File: src/rtl/tag_alloc_ctrl_pkg.sv
// Shared rename constants for the regfile, ROB and tag allocator.
package tag_alloc_ctrl_pkg;

  localparam int robSize  = 16;
  localparam int tagWidth = 5;
  localparam int regWidth = 5;

  localparam logic [tagWidth-1:0] emptyTag = tagWidth'(robSize);
  localparam logic [regWidth-1:0] emptyReg = '0;
  localparam logic [tagWidth:0]   robCount = (tagWidth+1)'(robSize);

  // Ring-pointer increment; wrap is explicit so robSize need not be 2^n.
  function automatic logic [tagWidth-1:0] next_ptr(input logic [tagWidth-1:0] p);
    return (p == tagWidth'(robSize - 1)) ? '0 : p + 1'b1;
  endfunction

endpackage

File: src/rtl/tag_alloc_ctrl.sv
// Rename-tag allocator: hands out ROB tags in ring order at the tail and
// retires them in order at the head. Out-of-order or empty commits are
// dropped and latch a sticky error flag.
module tag_alloc_ctrl
  import tag_alloc_ctrl_pkg::*;
(
  input  logic                clk,
  input  logic                rst,
  input  logic                rdy,
  input  logic                clear,
  input  logic                issue_valid,
  input  logic [regWidth-1:0] issue_rd,
  output logic                issue_ready,
  output logic [tagWidth-1:0] alloc_tag,
  output logic [regWidth-1:0] reg_to_rename,
  output logic [tagWidth-1:0] tag_rename,
  input  logic                commit_valid,
  input  logic [tagWidth-1:0] commit_tag,
  output logic [tagWidth-1:0] head_tag,
  output logic [tagWidth:0]   count,
  output logic                empty,
  output logic                full,
  output logic                err
);

  logic [tagWidth-1:0] r_head;
  logic [tagWidth-1:0] r_tail;
  logic [tagWidth:0]   r_count;
  logic                r_err;

  logic w_active;
  logic w_empty;
  logic w_full;
  logic w_issue_ready;
  logic w_issue_fire;
  logic w_commit_fire;
  logic w_commit_bad;

  // Ready/fire qualification; a full pool stays full even if a commit
  // frees a slot this cycle, which keeps issue_ready off the commit path.
  always_comb begin
    w_active      = rdy && !clear;
    w_empty       = (r_count == '0);
    w_full        = (r_count == robCount);
    w_issue_ready = w_active && !w_full;
    w_issue_fire  = issue_valid && w_issue_ready;
    w_commit_fire = w_active && commit_valid && !w_empty && (commit_tag == r_head);
    w_commit_bad  = w_active && commit_valid && (w_empty || (commit_tag != r_head));
  end

  // Output decode, all combinational from state and current inputs.
  always_comb begin
    issue_ready   = w_issue_ready;
    alloc_tag     = w_issue_ready ? r_tail : emptyTag;
    reg_to_rename = (w_issue_fire && (issue_rd != emptyReg)) ? issue_rd : emptyReg;
    tag_rename    = w_issue_fire ? r_tail : emptyTag;
    head_tag      = w_empty ? emptyTag : r_head;
    count         = r_count;
    empty         = w_empty;
    full          = w_full;
    err           = r_err;
  end

  // Pointer/count/error state; rst beats clear, clear beats issue/commit.
  always_ff @(posedge clk) begin
    if (rst) begin
      r_head  <= '0;
      r_tail  <= '0;
      r_count <= '0;
      r_err   <= 1'b0;
    end else if (rdy) begin
      if (clear) begin
        r_head  <= '0;
        r_tail  <= '0;
        r_count <= '0;
      end else begin
        if (w_issue_fire)  r_tail <= next_ptr(r_tail);
        if (w_commit_fire) r_head <= next_ptr(r_head);
        if (w_issue_fire && !w_commit_fire)      r_count <= r_count + 1'b1;
        else if (!w_issue_fire && w_commit_fire) r_count <= r_count - 1'b1;
        if (w_commit_bad) r_err <= 1'b1;
      end
    end
  end

endmodule
File: config.mk
export PLATFORM = sky130hd
export DESIGN_NAME = tag_alloc_ctrl
export DESIGN_NICKNAME = d
export VERILOG_FILES = /design/src/rtl/tag_alloc_ctrl_pkg.sv /design/src/rtl/tag_alloc_ctrl.sv
export SDC_FILE = /design/constraint.sdc
export NUM_CORES = 1
export LEC_CHECK = 0
export ABC_CLOCK_PERIOD_IN_PS = 2870
export CORE_AREA = 2 2 61 63
export CTS_CLUSTER_SIZE = 24
export DETAILED_ROUTE_END_ITERATION = 16
export DIE_AREA = 0 0 63 65
export PLACE_DENSITY = 0.71
export SETUP_SLACK_MARGIN = 0.3
export SYNTH_ARGS = -nofsm -noshare
export SYNTH_HDL_FRONTEND = slang
export SYNTH_SLANG_ARGS = --single-unit
File: constraint.sdc
create_clock -name clk -period 2.87 [get_ports clk]
set_input_delay 0.574 -clock clk [delete_from_list [all_inputs] [get_ports clk]]
set_output_delay 0.574 -clock clk [all_outputs]
set_load 0.05 [all_outputs]
==> results.toml <==
[synth]
synth-edff-count = 0
synth_nets = 171
syn_area_um2 = 1270
synth_top_area_frac = 0.269
ys_warn_count = 0
syn_inst = 148
yosysSeqAreaShare = 0.269
synth_ff_type = "dfxtp_1"
synth-seq-cells = 17
syn_avg_cell_area_um2 = 8.56
yosysUniqueCellTypes = 51
synth.largest_area_cell = "dfxtp_1"
synth_area_leaders = "dfxtp_1 27%, and2_1 8.4%, ha_1 5.9%"
synthArstFlopShare = 0

[finish]
n_antenna_cell = 0
drive_gt1_frac = 0.374
syn_to_final_growth_pct = 72.6
stdcell_count = 267
nets = 243
final_core_util = 0.626

[floorplanning]
core_area_um2 = 3500
fp.dieW_um = 63
dieArea_um2 = 4100
fp.dieH_um = 65
rows = 22
ios = 46
initial_core_util = 0.363

[worst_setup_path]
arrival_ns = 2.80
required_ns = 3.03
crit_type = "in2reg"
end_kind = "flop"
worst-path-max-fanout = 4
startpoint_type = "input port"

[detailed_routing]
detail-route-antenna-nets = 0
routed_wl_mm = 3.84
vias = 1365
drt_iter0_markers = 30
route.detailed.drc = 0
vias_per_cell = 5.11
firstDrtPassIters = 4
wl_per_cell_um = 14.4

[placed_design]
dp_hpwl_mm = 3.04
dpl.cell_count = 253
post-place-ws_ns = -0.347
globalplace.congestion = 0.878
io_buffers = 45

[global_routing]
grtUsageTotal = 0.204
globalRouteOverflowTotal = 0
grt_max_degree = 15
grt_pass1_wl_mm = 6.64
antenna_found_initial = 0
grt_pass1_vias = 1463

[cts]
clkSinkCount = 17
cts_tree = "done"
worst_setup_hold_path_clk_slew_ns = 0.11
htreeDepth = 1
cts_max_path_buffers = 2
cts-root-buf = "clkbuf_4"
insertion_delay_ns = 0.29
cts_buffers = 3

[power]
p_leak_nw = 0.951
peakVddDrop_mv = 0.231
finalPower_uw = 658
p_per_area_nw_per_um2 = 301

[sta]
final-max-slew-violation-count = 0
rsz0062_at_grt = "yes"
fmax_mhz = 380
setup_viol = 0
clock_skew_ns = 0.0123
fin_ws_ns = 0.235
relSlewSlack = 0.665
hold_viol = 0
post-route-min-period_ns = 2.63
worst_pin_slew_ns = 0.505
fin_crit_sh = 0.918

[run_status]
status = "complete, no violations"

[min_path]
worstHoldPathType = "reg2reg"

[run]
drv_cap = 0
## Yosys cell counts (all sizes together), types with 3 or more instances
library cell / instances
xor2: 5
inv: 10
nand2: 8
nor2: 13
o21a: 3
mux2i: 3
and2: 17
a31oi: 4
dfxtp: 17
o21ai: 6
nand3: 3
nand2b: 3
a21oi: 5
nor3: 4
ha: 6
## metal layers
metal / share of wire / GRT usage / vias to the layer above
met5: 0 / 0 / -
met4: 0.011 / 0.0694 / 0
met3: 0.046 / 0.0278 / 2
met2: 0.55 / 0.410 / 39
met1: 0.39 / 0.215 / 644
li1: - / - / 680
## kinds of logic after synthesis
logic type,Yosys count,synth area share
fa+ha+maj,7,0.0750
buf+inv,14,0.0533
flops,17,0.269
compound gates,39,0.241
simple gates,60,0.281
xor+xnor,7,0.0484
mux,4,0.0326
## sequential cells by signal, summed over array words and instances (netlist names)
| signal | flops |
|---|---|
| r_head | 5 |
| r_tail | 5 |
| count | 6 |
| err | 1 |
## power breakdown
part | internal, mW | switching [mW]
clock | 0.0538 | 0.0733
combinational | 0.123 | 0.158
sequential | 0.242 | 0.00852
total | 0.418 | 0.240
## final cells by class
class / instances / area (µm²)
fill: 316 / 1310
multi-input combinational: 117 / 951
timing repair buffer: 71 / 748
sequential: 17 / 359
tap: 48 / 60.1
inverter: 10 / 42.5
clock buffer: 4 / 26.3
## final timing paths
| check | start | cells after the start | slack, ns | end |
|---|---|---|---|---|
| hold reg to reg | count[3] | 2 | 0.52 | count[3] |
| setup / recovery | commit_tag[3] | 12 | 0.24 | count[5] |
| hold / removal | count[3] | 2 | 0.52 | count[3] |
| setup reg to reg | count[1] | 11 | 0.27 | count[5] |
## critical path, cell delays in order
cell and delay, ns:
clkdlybuf4s15_1 0.18, xnor2_1 0.15, buf_4 0.15, nand4b_4 0.12, o21a_4 0.25, inv_6 0.07
ha_4 0.20, a211oi_2 0.20, o21bai_1 0.11, a21oi_2 0.19, mux2_4 0.31, o311a_1 0.30
## layout by cell type (no fill, tap or decap), types with 4 or more instances in the layout
master and n:
o21ai_1 4, dfxtp_2 6, ha_1 4, and2_1 13, a21oi_1 4, xor2_1 5, buf_4 28, nor2_1 13
nand2_1 8, buf_2 4, dfxtp_1 8, buf_12 14, dlygate4sd2_1 10, inv_1 9, clkdlybuf4s50_1 13
## metrics by stage
stage / hold slack (ns) / cell area, µm² / TNS [ns]
2_1_floorplan: 0.474 / 1360 / 0
3_3_place_gp: 0.464 / 2090 / -0.390
3_5_place_dp: 0.497 / 2090 / -0.612
4_1_cts: 0.522 / 2180 / 0
5_1_grt: 0.556 / 2190 / 0
6_report: 0.524 / 2190 / 0
## what timing repair did
action	4_1_cts	5_1_grt
pin swaps	13	12
resized for setup	34	4
setup endpoints to repair	18	2
hold buffers	0	0
cloned	0	0
buffers inserted	9	1
Power figures use the tool's default switching activity.
==> variant 1, RTL diff (same settings) <==
Put a register stage on the output `count`. The value now appears one clock later. The other outputs are not delayed to match.
--- a/src/rtl/tag_alloc_ctrl.sv
+++ b/src/rtl/tag_alloc_ctrl.sv
@@ -23,4 +23,6 @@
   output logic                err
 );
+
+  logic [tagWidth:0] count_d;
 
   logic [tagWidth-1:0] r_head;
@@ -56,5 +58,5 @@
     tag_rename    = w_issue_fire ? r_tail : emptyTag;
     head_tag      = w_empty ? emptyTag : r_head;
-    count         = r_count;
+    count_d       = r_count;
     empty         = w_empty;
     full          = w_full;
@@ -84,3 +86,7 @@
   end
 
+  always_ff @(posedge clk) begin
+    count <= count_d;
+  end
+
 endmodule
Check against the original RTL: not equivalent (a bounded check fails within 4 cycles, from zero or initial values and one cycle with rst high).
==> variant 1 against the original RTL <==
- utilization increased by 6.0 points
- cell area increased by 9.7%
- clock skew decreased by 2.3 ps
- cell count increased by 6.0%
- power increased by 30%
- die area unchanged
- wire length increased by 17%
- synthesized area increased by 8.2%
- sequential cell count increased by 6
- non-clock buffer count increased by 9
- global-route usage increased by 0.80 points
- combinational power increased by 23%
- setup slack got worse by 50 ps
- critical endpoint is now count_d[4]
- highest routed layer unchanged
==> variant 1: results <==
[run_status]
outcome = "finished clean"

[finish]
multi_input_comb_cells = 122
final_layout_size_suffix_gt1_share_pct = 42.6
n_sequential_cell = 23
multi_input_area_share_pct = 41.4
fillers = 283
finish.cell_count_without_fillers = 283

[hold_path]
hp-start = "count_d[4]"
min_delay_worst_endpoint = "count[4]"

[timing]
fin_crit_ps = 2680
final.hold.worst_slack_ps = 444
final.setup_skew_ps = 9.97
slew_headroom_pct = 66.8

[placement]
placed_cells_incl_taps = 265
placedInstanceArea_um2 = 2190
dp_hpwl_um = 3130

[route]
routed-via-count = 1478
iteration_0_drc_count_of_the_detailed_router = 99
drt_wl_total_um = 4490

[global_route]
grt_pass1_wl_um = 6870
groute.usage.overall_pct = 21.2
grt_pass1_vias = 1508

[power]
leakagePower_nw = 1.01
ir_drop_uv = 180
cellPowerDensity_nw_per_um2 = 357

[synthesis]
synth.lib_cells_used.distinct = 48
main_area_contributors_after_synthesis = "sky130_fd_sc_hd__dfxtp_1, sky130_fd_sc_hd__and2_1, sky130_fd_sc_hd__ha_1"
ys_seq_area_share_pct = 33.6
syn_inst = 155

[worst_setup_path]
critPathCapture = "count_d[4]"
timing.critical_path.slowest_cell_delay_ps = 430
worstRegToRegCells = 12
slowest_cp_cell = "sky130_fd_sc_hd__or4_1"
-- variant 1: cell types whose count changed after synthesis, moves of 4 or more --
cell                      delta
sky130_fd_sc_hd__a21oi_1     +8
sky130_fd_sc_hd__dfxtp_1     +6
sky130_fd_sc_hd__nand2_1     -5
sky130_fd_sc_hd__inv_1       -4
sky130_fd_sc_hd__o21ai_0     +4
-- variant 1: per-layer routing --
| metal | vias to the layer above | global-route usage (%) | part of all wire [%] |
|---|---|---|---|
| li1 | 708 | - | - |
| met1 | 685 | 23.0 | 39 |
| met2 | 76 | 40.0 | 53 |
| met3 | 9 | 5.38 | 7.1 |
| met4 | 0 | 6.67 | 1.3 |
| met5 | - | 0 | 0 |
-- variant 1: what timing repair did --
| action | CTS | global route |
|---|---|---|
| setup buffers | 5 | 8 |
| endpoints found under the hold margin | 0 | 0 |
| endpoints found under the setup margin | 25 | 25 |
| resized for setup | 31 | 31 |
| cloned | 1 | 0 |
| pin swaps | 15 | 10 |
| hold buffers | 0 | 0 |
-- variant 1: report_power, final --
group / total [W] / internal (W) / leakage, nW / switching, W
combinational: 0.000345 / 0.000157 / 0.812 / 0.000189
sequential: 0.000349 / 0.000334 / 0.188 / 0.0000151
clock: 0.000162 / 0.0000535 / 0.0139 / 0.000108
total: 0.000856 / 0.000544 / 1.01 / 0.000312
-- variant 1: cells by family (layout without fill, tap and decap cells) --
logic type / count (synthesis) / after routing / synth area share (%)
adder cells (fa/ha/maj): 7 / 7 / 6.93
XOR/XNOR: 10 / 10 / 6.39
AND/OR/NAND/NOR: 63 / 63 / 28.3
AO/OA/AOI/OAI: 40 / 40 / 20.2
buffers and inverters: 10 / 90 / 3.19
multiplexers: 2 / 2 / 1.46
flip-flops: 23 / 23 / 33.6
==> variant 2, RTL diff (same settings) <==
Without the edit above. The package constant `regWidth` goes from 5 to 7.
--- a/src/rtl/tag_alloc_ctrl_pkg.sv
+++ b/src/rtl/tag_alloc_ctrl_pkg.sv
@@ -4,5 +4,5 @@
   localparam int robSize  = 16;
   localparam int tagWidth = 5;
-  localparam int regWidth = 5;
+  localparam int regWidth = 7;
 
   localparam logic [tagWidth-1:0] emptyTag = tagWidth'(robSize);
Interface: changed (resized issue_rd and reg_to_rename); port bits go from 46 to 50. No check against the original RTL was run, so the function may have changed too.
==> variant 2 against the original RTL <==
- power rose by 7.1%
- cell area up 0.46%
- synthesized area barely moved
- largest power group unchanged
- sequential cell count did not move
- wire length rose by 2.7%
- setup slack better by 56 ps
- register-to-register slack improved by 70 ps
==> variant 2: results <==
[finish]
final_nets = 244
insertedDiodeCount = 0
final_layout_size_suffix_gt1_share_pct = 34.4

[placement]
placed_cells_incl_taps = 258
dp_hpwl_um = 3130
place_congestion = 0.894
place.port_buffers = 49

[worst_setup_path]
worst-endpoint-arrival_ps = 2750
timing.critical_path.slowest_cell_delay_ps = 340
slowest_cp_cell = "sky130_fd_sc_hd__a2111oi_0"

[power]
comb_power_share_pct = 44.1
p_sw_share_pct = 38.8
ir_drop_uv = 289
power_clock_w = 0.000136
leakagePower_nw = 0.921

[route]
detail_route.wl_per_cell_um = 14.8
routed-via-count = 1374
viasPerCell = 5.17
iteration_0_drc_count_of_the_detailed_router = 42

[global_route]
largest_net_degree_at_the_start_of_global_routing = 19
antenna_found_initial = 0
groute.usage.overall_pct = 19.9
grt_pass1_wl_um = 6430
grt_pass1_vias = 1334

[synthesis]
synth.cells.most_frequent = "sky130_fd_sc_hd__and2_1, sky130_fd_sc_hd__dfxtp_1, sky130_fd_sc_hd__nor2_1"
syn_inst = 151
synthesis.nets = 176
main_area_contributors_after_synthesis = "sky130_fd_sc_hd__dfxtp_1, sky130_fd_sc_hd__and2_1, sky130_fd_sc_hd__ha_1"
ys_seq_area_share_pct = 26.8
synth.lib_cells_used.distinct = 45

[run_status]
outcome = "finished clean"

[timing]
slew_headroom_pct = 63.4
final.setup_skew_ps = 7.76

[clocking]
post_cts.repair.setup_buffers = 1
cts.repair.resized = 22
clk_latency_ps = 300
cts-root-buf = "sky130_fd_sc_hd__clkbuf_4"
[variant 2: area by class of cell]
cell class,count,area [um^2],share of cell area (%)
multi-input cells,121,963,43.8
repair buffers,67,758,34.5
flip-flops and latches,17,350,15.9
well taps,48,60.1,2.73
inverters,9,38.8,1.77
clock buffers,4,26.3,1.20
[variant 2: cells by family after synthesis]
kind of cell,count (synthesis),share of synthesized area [%]
AOI/OAI and AO/OA,42,25.9
xor gates and xnor gates,7,4.83
adders and majority gates,7,7.49
buffers and inverters,13,3.94
DFF,17,26.8
muxes,3,2.37
and+or+nand+nor,62,28.6
[variant 2: metrics by stage]
stage / total power (W) / setup slack, ps / instance area [um^2] / hold WS, ps / TNS, ps
global route: 0.000743 / 150 / 2200 / 491 / 0
finish: 0.000705 / 292 / 2200 / 466 / 0
floorplan: 0.000450 / 246 / 1340 / 475 / 0
global placement: 0.000562 / -117 / 2130 / 440 / -317
detailed placement: 0.000570 / -197 / 2130 / 442 / -487
CTS: 0.000700 / 322 / 2170 / 459 / 0
[variant 2: path summary, 6_finish.rpt]
kind	start	slack, ps	cells past startpoint	endpoint
max	commit_tag[2]	290	12	count[5]
min reg2reg	err	470	2	err
min	err	470	2	err
max reg2reg	r_head[0]	340	11	count[5]
[variant 2: worst max-delay path: cells and delay by family]
kind	cells	cell delay, ps
AO/OA/AOI/OAI	7	1460
AND/OR/NAND/NOR	1	80
adder cells (fa/ha/maj)	1	200
buffers and inverters	2	320
XOR/XNOR	1	140
[variant 2: metal layers]
| metal | vias up | GRT usage (%) | share of wire [%] |
|---|---|---|---|
| met5 | - | 0 | 0 |
| met4 | 0 | 4.17 | 0.91 |
| met3 | 4 | 3.47 | 4.6 |
| met2 | 42 | 37.8 | 53 |
| met1 | 654 | 23.1 | 42 |
| li1 | 674 | - | - |
